`src/rtl/alu_issue_pkg.sv`:
```
// alu_issue_pkg: shared CPU definitions for the operand-issue stage.
//   WIDTH     datapath width
//   REGS      register count
//   IDX_W     register index width, log2(REGS)
//   reg_idx_t register index type
//   ALU_*     opcode field values for dec_op[2:0]
//   ALU_SUB_BIT  dec_op bit that turns add into subtract
package alu_issue_pkg;

  localparam int WIDTH = 16;
  localparam int REGS  = 16;
  localparam int IDX_W = $clog2(REGS);

  typedef logic [IDX_W-1:0] reg_idx_t;

  localparam logic [2:0] ALU_ADD = 3'b000;
  localparam logic [2:0] ALU_AND = 3'b001;
  localparam logic [2:0] ALU_OR  = 3'b010;
  localparam logic [2:0] ALU_XOR = 3'b011;
  localparam int         ALU_SUB_BIT = 3;

endpackage

```
`src/rtl/alu_issue_regfile.sv`:
```
// alu_issue_regfile: general-purpose register file for the issue stage.
//   clk, reset        clock, asynchronous active-high reset (all entries 0)
//   ra_addr/ra_data   combinational read port A
//   rb_addr/rb_data   combinational read port B
//   dbg_addr/dbg_data combinational debug read port
//   we, wa, wd        synchronous write port
// Register 0 is hard-wired to zero; writes to it are dropped.
module alu_issue_regfile
  import alu_issue_pkg::*;
(
  input  logic             clk,
  input  logic             reset,
  input  logic [IDX_W-1:0] ra_addr,
  output logic [WIDTH-1:0] ra_data,
  input  logic [IDX_W-1:0] rb_addr,
  output logic [WIDTH-1:0] rb_data,
  input  logic [IDX_W-1:0] dbg_addr,
  output logic [WIDTH-1:0] dbg_data,
  input  logic             we,
  input  logic [IDX_W-1:0] wa,
  input  logic [WIDTH-1:0] wd
);

  logic [WIDTH-1:0] mem [REGS];

  always_ff @(posedge clk or posedge reset) begin
    if (reset) begin
      for (int i = 0; i < REGS; i++) mem[i] <= '0;
    end else if (we && (wa != '0)) begin
      mem[wa] <= wd;
    end
  end

  // Reads see the pre-edge contents; a same-cycle write is visible only after the edge.
  assign ra_data  = (ra_addr  == '0) ? '0 : mem[ra_addr];
  assign rb_data  = (rb_addr  == '0) ? '0 : mem[rb_addr];
  assign dbg_data = (dbg_addr == '0) ? '0 : mem[dbg_addr];

endmodule

```
`src/rtl/alu_issue.sv`:
```
// alu_issue: operand-issue and writeback stage in front of the 16-bit ALU.
// Owns the register file, accepts decoded two-operand instructions over a
// valid/ready handshake, registers ALU operands/opcode and writes the ALU
// result back one cycle later.
// Ports:
//   clk, reset           clock, asynchronous active-high reset
//   dec_valid/dec_ready  decode handshake
//   dec_op               [2:0] ALU function, [3] subtract
//   dec_rd, dec_rs       destination/first source, second source
//   dec_imm, dec_use_imm immediate and its select for the second operand
//   dec_wb, dec_setflags writeback enable, flag-update enable
//   hold                 freeze the execute slot
//   reg1, reg2, inst     registered ALU operands and opcode
//   flagWrite            ALU flag-update enable
//   result               combinational ALU result
//   dbg_addr, dbg_data   debug register read
// Build option: ALU_ISSUE_FWD_EN enables the result bypass into the operand
// muxes; without it a dependent instruction is stalled for one bubble.
module alu_issue
  import alu_issue_pkg::*;
(
  input  logic             clk,
  input  logic             reset,
  input  logic             dec_valid,
  output logic             dec_ready,
  input  logic [3:0]       dec_op,
  input  logic [IDX_W-1:0] dec_rd,
  input  logic [IDX_W-1:0] dec_rs,
  input  logic [WIDTH-1:0] dec_imm,
  input  logic             dec_use_imm,
  input  logic             dec_wb,
  input  logic             dec_setflags,
  input  logic             hold,
  output logic [WIDTH-1:0] reg1,
  output logic [WIDTH-1:0] reg2,
  output logic [3:0]       inst,
  output logic             flagWrite,
  input  logic [WIDTH-1:0] result,
  input  logic [IDX_W-1:0] dbg_addr,
  output logic [WIDTH-1:0] dbg_data
);

  logic             ex_valid;
  logic             ex_wb;
  logic             ex_setflags;
  logic [IDX_W-1:0] ex_rd;

  logic [WIDTH-1:0] rf_a;
  logic [WIDTH-1:0] rf_b;
  logic [WIDTH-1:0] opnd_a;
  logic [WIDTH-1:0] opnd_b;
  logic             wb_pend;
  logic             wb_en;
  logic             accept;

  // A writeback is owed at the next unheld edge; r0 targets never count.
  assign wb_pend = ex_valid & ex_wb & (ex_rd != '0);
  assign wb_en   = wb_pend & ~hold;
  assign accept  = dec_valid & dec_ready;

  alu_issue_regfile regfile (
    .clk      (clk),
    .reset    (reset),
    .ra_addr  (dec_rd),
    .ra_data  (rf_a),
    .rb_addr  (dec_rs),
    .rb_data  (rf_b),
    .dbg_addr (dbg_addr),
    .dbg_data (dbg_data),
    .we       (wb_en),
    .wa       (ex_rd),
    .wd       (result)
  );

`ifdef ALU_ISSUE_FWD_EN
  logic fwd_a;
  logic fwd_b;

  // Accept implies ~hold, so the pending writeback lands on the same edge
  // that captures the operand: take the ALU result instead of the stale rf value.
  assign fwd_a     = wb_pend & (dec_rd == ex_rd);
  assign fwd_b     = wb_pend & (dec_rs == ex_rd);
  assign opnd_a    = fwd_a ? result : rf_a;
  assign opnd_b    = dec_use_imm ? dec_imm : (fwd_b ? result : rf_b);
  assign dec_ready = ~hold;
`else
  logic hazard;

  // No bypass: a reader of the register being written waits one cycle and
  // then picks up the written-back value from the register file.
  assign hazard    = wb_pend & dec_valid &
                     ((dec_rd == ex_rd) | ((dec_rs == ex_rd) & ~dec_use_imm));
  assign opnd_a    = rf_a;
  assign opnd_b    = dec_use_imm ? dec_imm : rf_b;
  assign dec_ready = ~hold & ~hazard;
`endif

  // Execute slot: loaded on accept, emptied on an idle unheld cycle, frozen on hold.
  always_ff @(posedge clk or posedge reset) begin
    if (reset) begin
      ex_valid    <= 1'b0;
      ex_wb       <= 1'b0;
      ex_setflags <= 1'b0;
      ex_rd       <= '0;
      reg1        <= '0;
      reg2        <= '0;
      inst        <= '0;
    end else if (!hold) begin
      if (accept) begin
        ex_valid    <= 1'b1;
        ex_wb       <= dec_wb;
        ex_setflags <= dec_setflags;
        ex_rd       <= dec_rd;
        reg1        <= opnd_a;
        reg2        <= opnd_b;
        inst        <= dec_op;
      end else begin
        ex_valid <= 1'b0;
      end
    end
  end

  assign flagWrite = ex_valid & ex_setflags & ~hold;

endmodule
```
`config.mk`:
```
export PLATFORM = sky130hd
export DESIGN_NAME = alu_issue
export DESIGN_NICKNAME = d
export VERILOG_FILES = /design/src/rtl/alu_issue_pkg.sv /design/src/rtl/alu_issue_regfile.sv /design/src/rtl/alu_issue.sv
export SDC_FILE = /design/constraint.sdc
export NUM_CORES = 1
export LEC_CHECK = 0
export CORE_MARGIN = 3
export CORE_UTILIZATION = 57
export CTS_BUF_LIST = sky130_fd_sc_hd__clkbuf_4 sky130_fd_sc_hd__clkbuf_8
export CTS_CLUSTER_SIZE = 14
export DETAILED_ROUTE_END_ITERATION = 7
export DONT_BUFFER_PORTS = 1
export PLACE_DENSITY = 0.76
export SLEW_MARGIN = 20
export SYNTH_ARGS = -nofsm -noshare
export SYNTH_HDL_FRONTEND = slang
export SYNTH_SLANG_ARGS = --single-unit
```
`constraint.sdc`:
```
create_clock -name clk -period 17.1 [get_ports clk]
set_clock_uncertainty 0.15 [all_clocks]
set_input_delay 3.42 -clock clk [delete_from_list [all_inputs] [get_ports clk]]
set_output_delay 3.42 -clock clk [all_outputs]
set_load 0.02 [all_outputs]
```
# After elaboration in Yosys (flattened, before gate mapping)
# Index checks and enable logic that the tools add are counted.
[word_totals]
reg_bits = 299
in_bits = 55
out_inout_bits = 54
wordCells = 72
[classes]
order_cmp = 5
n_eq_ne = 2
mux = 17
n_bitwise = 18
n_reduce_logical = 7
[op_table]
columns = ["op", "n"]
rows = [
  ["bitwise mux 256 bit", 1],
  ["binary-select mux 16 bit (select 4 bit)", 3],
  ["2-to-1 mux 16 bit", 11],
  ["demux 16 bit (select 4 bit)", 1],
  ["greater-or-equal comparator 5 bit, second input constant", 4],
  ["inverter 4 -> 5 bit", 4],
  ["zero test 4 bit", 3],
  ["bitwise AND 1 bit", 10],
  ["== test 4 bit", 2],
  ["less-than comparator 5 x 1 -> 1 bit, second input constant", 1],
  ["nonzero test 4 bit", 1],
  ["inverter 1 bit", 3],
  ["logical AND 1 bit", 2],
  ["AND reduction 2 bit", 1],
  ["2-to-1 mux 1 bit", 1],
  ["bitwise OR 1 bit", 1],
]

# Depth between registers and ports, before layout
[depth]
word_depth = 8
depth_mapped = 8

# By module
# Synthesis repeated with hierarchy kept, for this count alone.
[hier_totals]
hier_cells = 1468
area_unflattened_um2 = 18818.0
[modules_own_cells]
columns = ["module", "instances", "cells_per_inst", "area_per_inst_um2"]
rows = [
  ["alu_issue_regfile", 1, 1068, 15391.0],
  ["alu_issue", 1, 400, 3427.0],
]

# Least setup slack after synthesis
# Ideal clock, no wire load.
[synth_timing]
path_kind = "input-to-output"
start = "input dbg_addr[0]"
end = "output dbg_data[5]"
arrival_time_ps = 4916
required_time_ps = 13530
setup_slack_ps = 8614
stages = 6
cell_sequence = "buf_4 > buf_4 > buf_6 > mux4_2 > mux2i_1 > a211oi_1"
[synth_between]
elab_chain_cells = 5
word_cells_on_any_way = 6
[synth_lines]
columns = ["item", "line", "rtl"]
rows = [
  ["from (decl)", "alu_issue.sv:39", "input logic [IDX_W-1:0] dbg_addr,"],
  ["inverter 4 -> 5 bit (implied by the code)", "alu_issue_regfile.sv:37", "assign dbg_data = (dbg_addr == '0) ? '0 : mem[dbg_addr];"],
  ["binary-select mux 16 bit (select 4 bit)", "alu_issue_regfile.sv:37", ""],
  ["2-to-1 mux 16 bit (implied by the code) (2 in a row)", "alu_issue_regfile.sv:37", ""],
  ["2-to-1 mux 16 bit *", "alu_issue_regfile.sv:37", ""],
  ["to (decl)", "alu_issue.sv:40", "output logic [WIDTH-1:0] dbg_data"],
]
# Mark *: on every way between the ends. The rest lies on a longest branch, timed or not. The select of a mux whose other input is x is not followed.

# Worst setup path after layout
[layout_timing]
start = "input dbg_addr[0]"
end = "output dbg_data[1]"
# Same word-level chain as after synthesis.

==> metrics.yaml <==
portBuffers: 0
hold_viol: 0
synth_area_leaders: "dfrtp_1, mux2_2, mux4_2"
grt_max_degree: 179
fin_crit_sh_pct: 49.7
dpl_cell_area_um2: 17600
async_flop_share_pct: 100
p_comb_share_pct: 21.7
fin_setup_tns_ns: 0
max_slew.worst_pin.slew_ns: 1.11
vias: 11800
critical_path.endpoint_type: "output pin"
synth_most_common_cell: "mux2_2"
synth_top_area_share_pct: 42.6
die_h_um: 182
pwr_density_cell_nw_per_um2: 118
postLayoutCoreUtil_pct: 62.1
synth_compound_area_share_pct: 5.39
clock-root-buffer: "clkbuf_8"
cts_resized: 0
place_congestion: 0.898
reg2regPathDepth: 5
cp_cell_sequence: "mux4_2 > nor2b_1 > a211oi_1 > a211oi_1 > buf_4"
fin_nets: 1284
startpoint_type: "primary input"
synth_ff_type: "dfrtp_1"
syn2layout_area_growth_pct: 6.14
synth_cell_types: 46
cp_data_arrival_time_ns: 4.93
synth_xor_area_share_pct: 0.399
reg2reg_from: "ex_rd[2]"
drt_wl_total_mm: 48.5
cts.sinks: 299
drive_gt1_share_pct: 42.6
grt_overflow_total: 0
switching_share_pct: 29.1
ys_seq_elements: 299
drt-initial-drc-count: 1270
core-area_um2: 30000
worstSetupPathType: "primary input to output pin"
ys_warn_count: 0
clkLatencyLatePin_ns: 0.57
crit_slowest_cell: "a211oi_1"
clockBufferDepth: 3
max_stage_delay_ns: 0.53
r2r_setup_slack_ns: 14.28
n_antenna_cell: 0
clk_pin_slew_worst_paths_ns: 0.06
synthMuxAreaShare_pct: 42.4
cts_tree: "yes"
num_io_pins: 109
post_cts_buffers: 0
r2r-end: "regfile.mem[53]"
avgSynthCellArea_um2: 13.6
clockPowerShare_pct: 30.5
post_drt_wl_per_cell_um: 29.3
syn_area_um2: 17600
die_area_um2: 33000
holdBufCountCts: 0
antenna_found_initial: 1
power_frac_seq_pct: 47.9
grt_pass1_wl_mm: 74.1
vias_per_cell: 7.13
critPathMaxFanout: 65
rsz0062_at_grt: "no"
hp-class: "flip-flop to flip-flop"
ys_seq_area_share_pct: 42.6
fmax_ghz: 0.118
num_rows: 63
synth_edf_count: 0
postSynthNetCount: 1349
maxSlewHeadroom_pct: 25.9
die_x_um: 182
syn-instance-count: 1294
synth-simple-area-share_pct: 5.25
drt_first_pass_iters: 7
p_leak_nw: 8.41
yosys.area.top_type: "dfrtp_1"
cp-startpoint: "dbg_addr[0]"
hpwl_mm: 29.0
vdd_ir_drop_max_v: 0.0000483
p_sw_mw: 0.642
maxSlewViolCount: 0
crit_required_ns: 13.53
htreeDepth: 2
internal_power_mw: 1.56
maxCapViolations: 0
cpMostUsedCell: "a211oi_1"
status: "finished, final reports clean"
setup_viol: 0
synth_commonest_cells: "mux2_2, dfrtp_1, mux4_2"
track_usage_pct: 29.3
finalCriticalPeriod_ns: 8.50
synth-adder-area-share_pct: 0
drc: 0
detail-route-antenna-nets: 0
final_area_um2: 18700
cts_buffers: 49
crit_end: "dbg_data[1]"
initial_core_util_pct: 58.5
synth_top_family_by_area: "multiplexers"
first_global_vias: 12000
registers in the layout, summed over array words and instances (netlist names):
name and cells:
ex_wb 1, regfile.mem 256, reg1 16, ex_valid 1
ex_setflags 1, inst 4, reg2 16, ex_rd 4
layer usage:
| metal | part of all wire [%] | track usage [%] |
|---|---|---|
| met5 | 0.027 | 0 |
| met1 | 38 | 38.3 |
| met3 | 9.9 | 9.05 |
| met2 | 47 | 45.5 |
| met4 | 4.7 | 13.1 |
cells by family (layout without fill, tap and decap cells):
family / Yosys count / count (layout)
AOI/OAI and AO/OA: 124 / 124
buffers and inverters: 142 / 111
and+or+nand+nor: 183 / 183
DFF: 299 / 299
muxes: 538 / 538
xor gates and xnor gates: 8 / 8
stage by stage:
step | instances | hold WS (ns) | setup slack, ns | power, mW
after detailed placement | 1568 | 0.213 | 8.61 | 1.54
after CTS | 1653 | 0.226 | 8.60 | 2.21
after global routing | 1653 | 0.236 | 8.53 | 2.31
after global placement | 1568 | 0.212 | 8.58 | 1.51
final | 1653 | 0.223 | 8.60 | 2.21
after floorplan | 1294 | 0.275 | 5.27 | 1.44
how the worst min path moves through the flow:
stage / start / endpoint / slack, ns / cells after the start
2_1_floorplan: regfile.mem[241] / regfile.mem[241] / 0.27 / 1
3_3_place_gp: regfile.mem[252] / regfile.mem[252] / 0.21 / 0
3_5_place_dp: regfile.mem[252] / regfile.mem[252] / 0.21 / 0
4_1_cts: regfile.mem[248] / regfile.mem[248] / 0.23 / 0
5_1_grt: regfile.mem[241] / regfile.mem[241] / 0.24 / 0
6_report: regfile.mem[241] / regfile.mem[241] / 0.22 / 0
final cells by class:
cell class,instances,area [um2]
fill,2198,11400
multi-input combinational,853,9420
sequential,299,7480
inverter,2,15.0
clock buffer,76,958
timing repair buffer,24,193
tap,390,488
clock inverter,9,100
cell usage in the layout, fill, tap and decap left out, types with 2 or more instances in the layout:
cell type	count
clkbuf_8	62
nand2b_1	2
bufinv_16	2
mux4_1	19
clkinv_2	5
clkinvlp_4	2
nor2b_1	40
nand3b_1	2
a21oi_1	8
nor3_2	2
o21ai_0	10
buf_4	23
nor2_2	6
a22oi_1	21
mux2_1	11
a2bb2oi_1	6
clkbuf_4	14
mux2_2	302
dfrtp_1	299
mux4_2	109
nand2_1	84
nand3_1	11
o31ai_1	15
nor4_4	2
a221oi_1	25
nand4_1	15
nand2_2	3
nor2_1	8
xnor2_1	3
a211oi_1	33
xor2_1	5
mux2i_1	97
worst max-delay path: cells and delay by family:
kind,cells,cell delay [ns]
buffers and inverters,1,0.20
muxes,1,0.49
AOI/OAI and AO/OA,2,0.67
and+or+nand+nor,1,0.15
power groups by stage:
stage	clock network [mW]	registers (mW)	logic (mW)
after floorplan	0	1.00	0.443
after global placement	0	1.05	0.460
after detailed placement	0	1.06	0.477
after CTS	0.681	1.05	0.479
after global routing	0.713	1.08	0.517
final	0.672	1.06	0.478
Power figures use the tool's default switching activity.
